$ cat src/rtl/gmii_frame_dispatcher.sv
// Per-port GMII dispatcher: parses the DA, queues a per-frame output mask and replays the stream
// through a fixed delay line. Define GMII_DISPATCH_STATS_EN to build the forward/drop frame counters.
module gmii_frame_dispatcher #(
  parameter int N_OUT = 3,
  parameter int DELAY = 15
) (
  input  logic               clk,
  input  logic               rst,
  input  logic [7:0]         rx_data,
  input  logic               rx_dv,
  input  logic               rx_er,
  input  logic [N_OUT*48-1:0] mac_table,
  input  logic [N_OUT-1:0]   mac_valid,
  output logic [7:0]         out_data,
  output logic               out_er,
  output logic [N_OUT-1:0]   out_dv,
  output logic [31:0]        stat_fwd,
  output logic [31:0]        stat_drop
);

  typedef enum logic [2:0] {S_WAIT_END, S_IDLE, S_PRE, S_DST, S_FWD, S_DROP} state_t;

  // sof marks the first byte of a frame the parser has counted, so only those pop a mask
  typedef struct packed {
    logic       sof;
    logic [7:0] data;
    logic       dv;
    logic       er;
  } stage_t;

  stage_t             r_dly [DELAY];
  state_t             r_state, w_state_next;
  logic [2:0]         r_idx, w_idx_next;
  logic [2:0]         r_da_cnt, w_da_cnt_next;
  logic [39:0]        r_da, w_da_next;
  logic [47:0]        w_da;
  logic               w_sof, w_push, w_pop, w_found;
  logic [N_OUT-1:0]   w_push_mask, w_hit, w_lookup;
  logic [N_OUT-1:0]   r_fifo [8];
  logic [2:0]         r_wr_ptr, r_rd_ptr;
  logic [N_OUT-1:0]   r_cur_mask;
  logic               w_unused_sof;

  // NOTE: sequential state uses non-blocking (<=) so every register samples pre-edge values.
  always_ff @(posedge clk) begin
    if (rst) begin
      for (int i = 0; i < DELAY; i++) r_dly[i] <= '0;
    end else begin
      r_dly[0] <= '{sof: w_sof, data: rx_data, dv: rx_dv, er: rx_er};
      for (int i = 1; i < DELAY; i++) r_dly[i] <= r_dly[i-1];
    end
  end

  always_ff @(posedge clk) begin
    if (rst) begin
      r_state  <= S_WAIT_END;
      r_idx    <= '0;
      r_da_cnt <= '0;
      r_da     <= '0;
    end else begin
      r_state  <= w_state_next;
      r_idx    <= w_idx_next;
      r_da_cnt <= w_da_cnt_next;
      r_da     <= w_da_next;
    end
  end

  assign w_da = {r_da, rx_data};

  always_comb begin
    w_hit   = '0;
    w_found = 1'b0;
    for (int k = 0; k < N_OUT; k++) begin
      if (!w_found && mac_valid[k] && mac_table[48*k +: 48] == w_da) begin
        w_hit[k] = 1'b1;
        w_found  = 1'b1;
      end
    end
    w_lookup = (w_da[40] || !w_found) ? '1 : w_hit;
  end

  // NOTE: every output of this block gets a default first, so no path can infer a latch.
  always_comb begin
    w_state_next  = r_state;
    w_idx_next    = r_idx;
    w_da_cnt_next = r_da_cnt;
    w_da_next     = r_da;
    w_push        = 1'b0;
    w_push_mask   = '0;
    w_sof         = 1'b0;
    case (r_state)
      S_WAIT_END: if (!rx_dv) w_state_next = S_IDLE;
      S_IDLE: begin
        if (rx_dv) begin
          w_sof = 1'b1;
          if (rx_data == 8'hD5) begin
            w_state_next  = S_DST;
            w_da_cnt_next = '0;
          end else begin
            w_state_next = S_PRE;
            w_idx_next   = 3'd1;
          end
        end
      end
      S_PRE: begin
        if (!rx_dv) begin
          w_push       = 1'b1;
          w_state_next = S_IDLE;
        end else if (rx_data == 8'hD5) begin
          w_state_next  = S_DST;
          w_da_cnt_next = '0;
        end else if (r_idx == 3'd7) begin
          w_state_next = S_DROP;
        end else begin
          w_idx_next = r_idx + 3'd1;
        end
      end
      S_DST: begin
        if (!rx_dv) begin
          w_push       = 1'b1;
          w_state_next = S_IDLE;
        end else begin
          w_da_next = {r_da[31:0], rx_data};
          if (r_da_cnt == 3'd5) begin
            w_push       = 1'b1;
            w_push_mask  = w_lookup;
            w_state_next = S_FWD;
          end else begin
            w_da_cnt_next = r_da_cnt + 3'd1;
          end
        end
      end
      S_FWD: if (!rx_dv) w_state_next = S_IDLE;
      S_DROP: begin
        if (!rx_dv) begin
          w_push       = 1'b1;
          w_state_next = S_IDLE;
        end
      end
      default: w_state_next = S_WAIT_END;
    endcase
  end

  // NOTE: the FIFO storage is not reset; the pointers alone define emptiness.
  always_ff @(posedge clk) begin
    if (w_push) r_fifo[r_wr_ptr] <= w_push_mask;
  end

  // Pop one stage early so the registered mask lines up with the first delayed byte.
  assign w_pop = r_dly[DELAY-2].sof;

  always_ff @(posedge clk) begin
    if (rst) begin
      r_wr_ptr   <= '0;
      r_rd_ptr   <= '0;
      r_cur_mask <= '0;
    end else begin
      if (w_push) r_wr_ptr <= r_wr_ptr + 3'd1;
      if (w_pop) begin
        r_rd_ptr   <= r_rd_ptr + 3'd1;
        r_cur_mask <= r_fifo[r_rd_ptr];
      end else if (r_dly[DELAY-1].dv && !r_dly[DELAY-2].dv) begin
        r_cur_mask <= '0;
      end
    end
  end

  assign out_data     = r_dly[DELAY-1].data;
  assign out_dv       = {N_OUT{r_dly[DELAY-1].dv}} & r_cur_mask;
  assign out_er       = r_dly[DELAY-1].er & (|r_cur_mask);
  assign w_unused_sof = r_dly[DELAY-1].sof;

`ifdef GMII_DISPATCH_STATS_EN
  logic [31:0] r_stat_fwd, r_stat_drop;

  always_ff @(posedge clk) begin
    if (rst) begin
      r_stat_fwd  <= '0;
      r_stat_drop <= '0;
    end else if (w_push) begin
      if (|w_push_mask) begin
        if (r_stat_fwd != 32'hFFFF_FFFF) r_stat_fwd <= r_stat_fwd + 32'd1;
      end else begin
        if (r_stat_drop != 32'hFFFF_FFFF) r_stat_drop <= r_stat_drop + 32'd1;
      end
    end
  end

  assign stat_fwd  = r_stat_fwd;
  assign stat_drop = r_stat_drop;
`else
  assign stat_fwd  = '0;
  assign stat_drop = '0;
`endif

endmodule

$ cat config.mk
export PLATFORM = sky130hd
export DESIGN_NAME = gmii_frame_dispatcher
export DESIGN_NICKNAME = d
export VERILOG_FILES = /design/src/rtl/gmii_frame_dispatcher.sv
export SDC_FILE = /design/constraint.sdc
export NUM_CORES = 1
export LEC_CHECK = 0
export CORE_ASPECT_RATIO = 0.7
export CORE_MARGIN = 10
export CORE_UTILIZATION = 54
export CTS_CLUSTER_SIZE = 28
export DETAILED_ROUTE_END_ITERATION = 8
export PLACE_DENSITY = 0.83
export SYNTH_ARGS = -nofsm -noshare
export SYNTH_HDL_FRONTEND = slang
export SYNTH_SLANG_ARGS = --single-unit
$ cat constraint.sdc
create_clock -name clk -period 5.14 [get_ports clk]
set_input_delay 1.028 -clock clk [delete_from_list [all_inputs] [get_ports clk]]
set_output_delay 1.028 -clock clk [all_outputs]
set_load 0.01 [all_outputs]
==> flow_metrics.env <==
export IMPL_status="finished clean"
export IMPL_synthXorXnorAreaFrac_pct=10.88
export IMPL_end_kind="flop"
export IMPL_hp_class="flop to flop"
export IMPL_yosys_area_share_simple_pct=20.61
export IMPL_place_area_mm2=0.01160
export IMPL_cts_tree="built"
export IMPL_power_leakage_nw=4.536
export IMPL_setup_violations_final=0
export IMPL_ys_seq_elements=249
export IMPL_period_share_pct=63.89
export IMPL_grt_pass1_vias=6984
export IMPL_post_cts_setup_buffer_count=0
export IMPL_track_usage_pct=19.94
export IMPL_drive_gt1_share_pct=4.639
export IMPL_ys_top_cells_by_area="dfxtp_1, nor2b_1, edfxtp_1, xnor2_1, buf_4"
export IMPL_avgSynthCellArea_um2=9.853
export IMPL_fillers=1412
export IMPL_hpwlAfterDp_um=19280
export IMPL_arrival_ps=3510
export IMPL_die_width_um=183.8
export IMPL_critical_path_startpoint_type="input port"
export IMPL_clock_latency_ps=510
export IMPL_setup_ws_ps=1856
export IMPL_num_vias=7095
export IMPL_worst_pin_slew_ps=1088
export IMPL_diodes=0
export IMPL_antenna_found_initial=1
export IMPL_slew_headroom_pct=27.44
export IMPL_cts_sinks=249
export IMPL_yosysSeqAreaShare_pct=51.54
export IMPL_post_drt_wl_per_cell_um=18.07
export IMPL_rsz0062_at_grt="no"
export IMPL_synth_async_reset_ratio_pct=0
export IMPL_synth_top_area_share_pct=44.43
export IMPL_cp_required_ps=5370
export IMPL_remaining_drc_errors=0
export IMPL_die_y_um=134.6
export IMPL_ys_flop_type="dfxtp_1"
export IMPL_synth_edf_count=24
export IMPL_dpl_worst_slack_ps=1439
export IMPL_via_per_inst=5.068
export IMPL_hold_violations=0
export IMPL_cts_resized=0
export IMPL_path_clk_slew_ps=60
export IMPL_final_area_mm2=0.01229
export IMPL_final_common_cell="dfxtp_1"
export IMPL_numCtsBuffers=22
export IMPL_slew_violations=0
export IMPL_antenna_left=0
export IMPL_port_buffer_count=170
export IMPL_synth_compound_area_share_pct=5.430
export IMPL_gp_congestion=1.013
export IMPL_grt_pass1_wl_um=38740
export IMPL_syn_area_mm2=0.01014
export IMPL_cp_max_fo=8
export IMPL_hold_buffers=0
export IMPL_final_cell_mix="dfxtp_1, clkdlybuf4s50_1, nor2b_1, nand2_1, xnor2_1"
export IMPL_power_density_mw_per_mm2=319.8
export IMPL_area_growth_pct=21.18
export IMPL_syn_inst=1029
export IMPL_grt_overflow=0
export IMPL_yosysWarnings=0
export IMPL_ios=235
export IMPL_synth_top_family_by_area="simple AND/OR/NAND/NOR gates"
export IMPL_skew_ps=19.01
export IMPL_design_core_area_mm2=0.01821
export IMPL_critical_path_class="input port to flop"
export IMPL_fp_row_count=41
export IMPL_finalPower_mw=3.928
export IMPL_grt_start_max_net_pins=157
export IMPL_synthDistinctLibCells=58
export IMPL_yosys_mux_area_fraction_pct=1.962
export IMPL_first_iter_violations=520
export IMPL_clockRootBuffer="clkbuf_16"
export IMPL_min_period_ps=3284
export IMPL_h_tree_depth=1
export IMPL_drt_pass1_iterations=5
export IMPL_ir_drop_uv=201.2
export IMPL_die_area_mm2=0.02474
export IMPL_drv_cap=0
export IMPL_tns_ps=0
export IMPL_synth_fa_ha_area_share_pct=0.7405
export IMPL_start_util_pct=55.67
export IMPL_routed_wl_um=25300
export IMPL_fmax_ghz=0.3045
export IMPL_synth_top_cell_by_area="dfxtp_1"
export IMPL_clock_tree_buffer_depth=3
export IMPL_nNetsFinal=1314
[critical path, cell delays in order]
cell and delay [ps]:
clkdlybuf4s50_1 670, xor2_1 270, nor4_1 550, nand4_1 170
nor4_1 280, o32ai_1 110, a21oi_1 430
[per-layer routing]
metal  vias to the layer above  global-route usage [%]  wire (µm)
li1                       3443                       -          -
met1                      3327                   27.02      11140
met2                       286                   31.21      11250
met3                        39                   5.627       2533
met4                         0                   3.811        369
met5                         -                       0          0
[per-stage QoR]
| step | hold WS, ps | util, % | std cells |
|---|---|---|---|
| after global routing | 442.5 | 67.46 | 1400 |
| after detailed placement | 420.4 | 63.69 | 1361 |
| final | 423.2 | 67.46 | 1400 |
| after floorplan | 413.8 | - | 1092 |
| after global placement | 416.7 | 63.69 | 1361 |
| after CTS | 426.6 | 67.46 | 1400 |
[Yosys cell counts (21+ instances only)]
master and n:
a21oi_1 52, buf_4 73, clkbuf_1 58, dfxtp_1 225, edfxtp_1 24, inv_1 21, nand2_1 95, nand4_1 24
nor2_1 42, nor2b_1 163, xnor2_1 80, xor2_1 46
[layout make-up]
type	instances	area, µm²	share of cell area [%]
clock buffers	27	579.3	4.715
multi-input cells	682	4265	34.72
flip-flops and latches	249	5225	42.53
inverters	22	82.58	0.6722
well taps	236	295.3	2.404
clock inverters	12	107.6	0.8759
repair buffers	172	1730	14.08
[logic make-up (layout without fill, tap and decap cells)]
family	after synthesis	count (layout)
other	1	64
muxes	12	12
adders and majority gates	6	6
xor gates and xnor gates	126	126
AOI/OAI and AO/OA	88	88
DFF	249	249
buffers and inverters	161	233
and+or+nand+nor	386	386
[flip-flops by register name (all words and copies together) (netlist names), named ones only]
signal      flops
r_dly         164
r_da           40
r_fifo         24
r_cur_mask      3
r_da_cnt        3
r_idx           3
r_rd_ptr        3
r_state         3
r_wr_ptr        3
[path summary, 6_finish.rpt]
kind	from	endpoint	slack [ps]	cells past startpoint
setup reg to reg	r_da[9]$_SDFFE_PP0P_	r_fifo[3][0]$_DFFE_PP_	2550	6
setup / recovery	rx_data[5]	r_fifo[6][1]$_DFFE_PP_	1860	7
hold / removal	r_dly[0][71]$_SDFF_PP0_	r_dly[0][82]$_SDFF_PP0_	420	1
hold reg to reg	r_dly[0][71]$_SDFF_PP0_	r_dly[0][82]$_SDFF_PP0_	420	1
[power by group]
group | switching, mW | leakage (nW) | total, mW | internal [mW]
registers | 0.0225 | 2.00 | 2.00 | 1.98
logic | 0.171 | 2.20 | 0.361 | 0.189
clock network | 0.701 | 0.336 | 1.56 | 0.863
(Power assumes the default switching activity.)
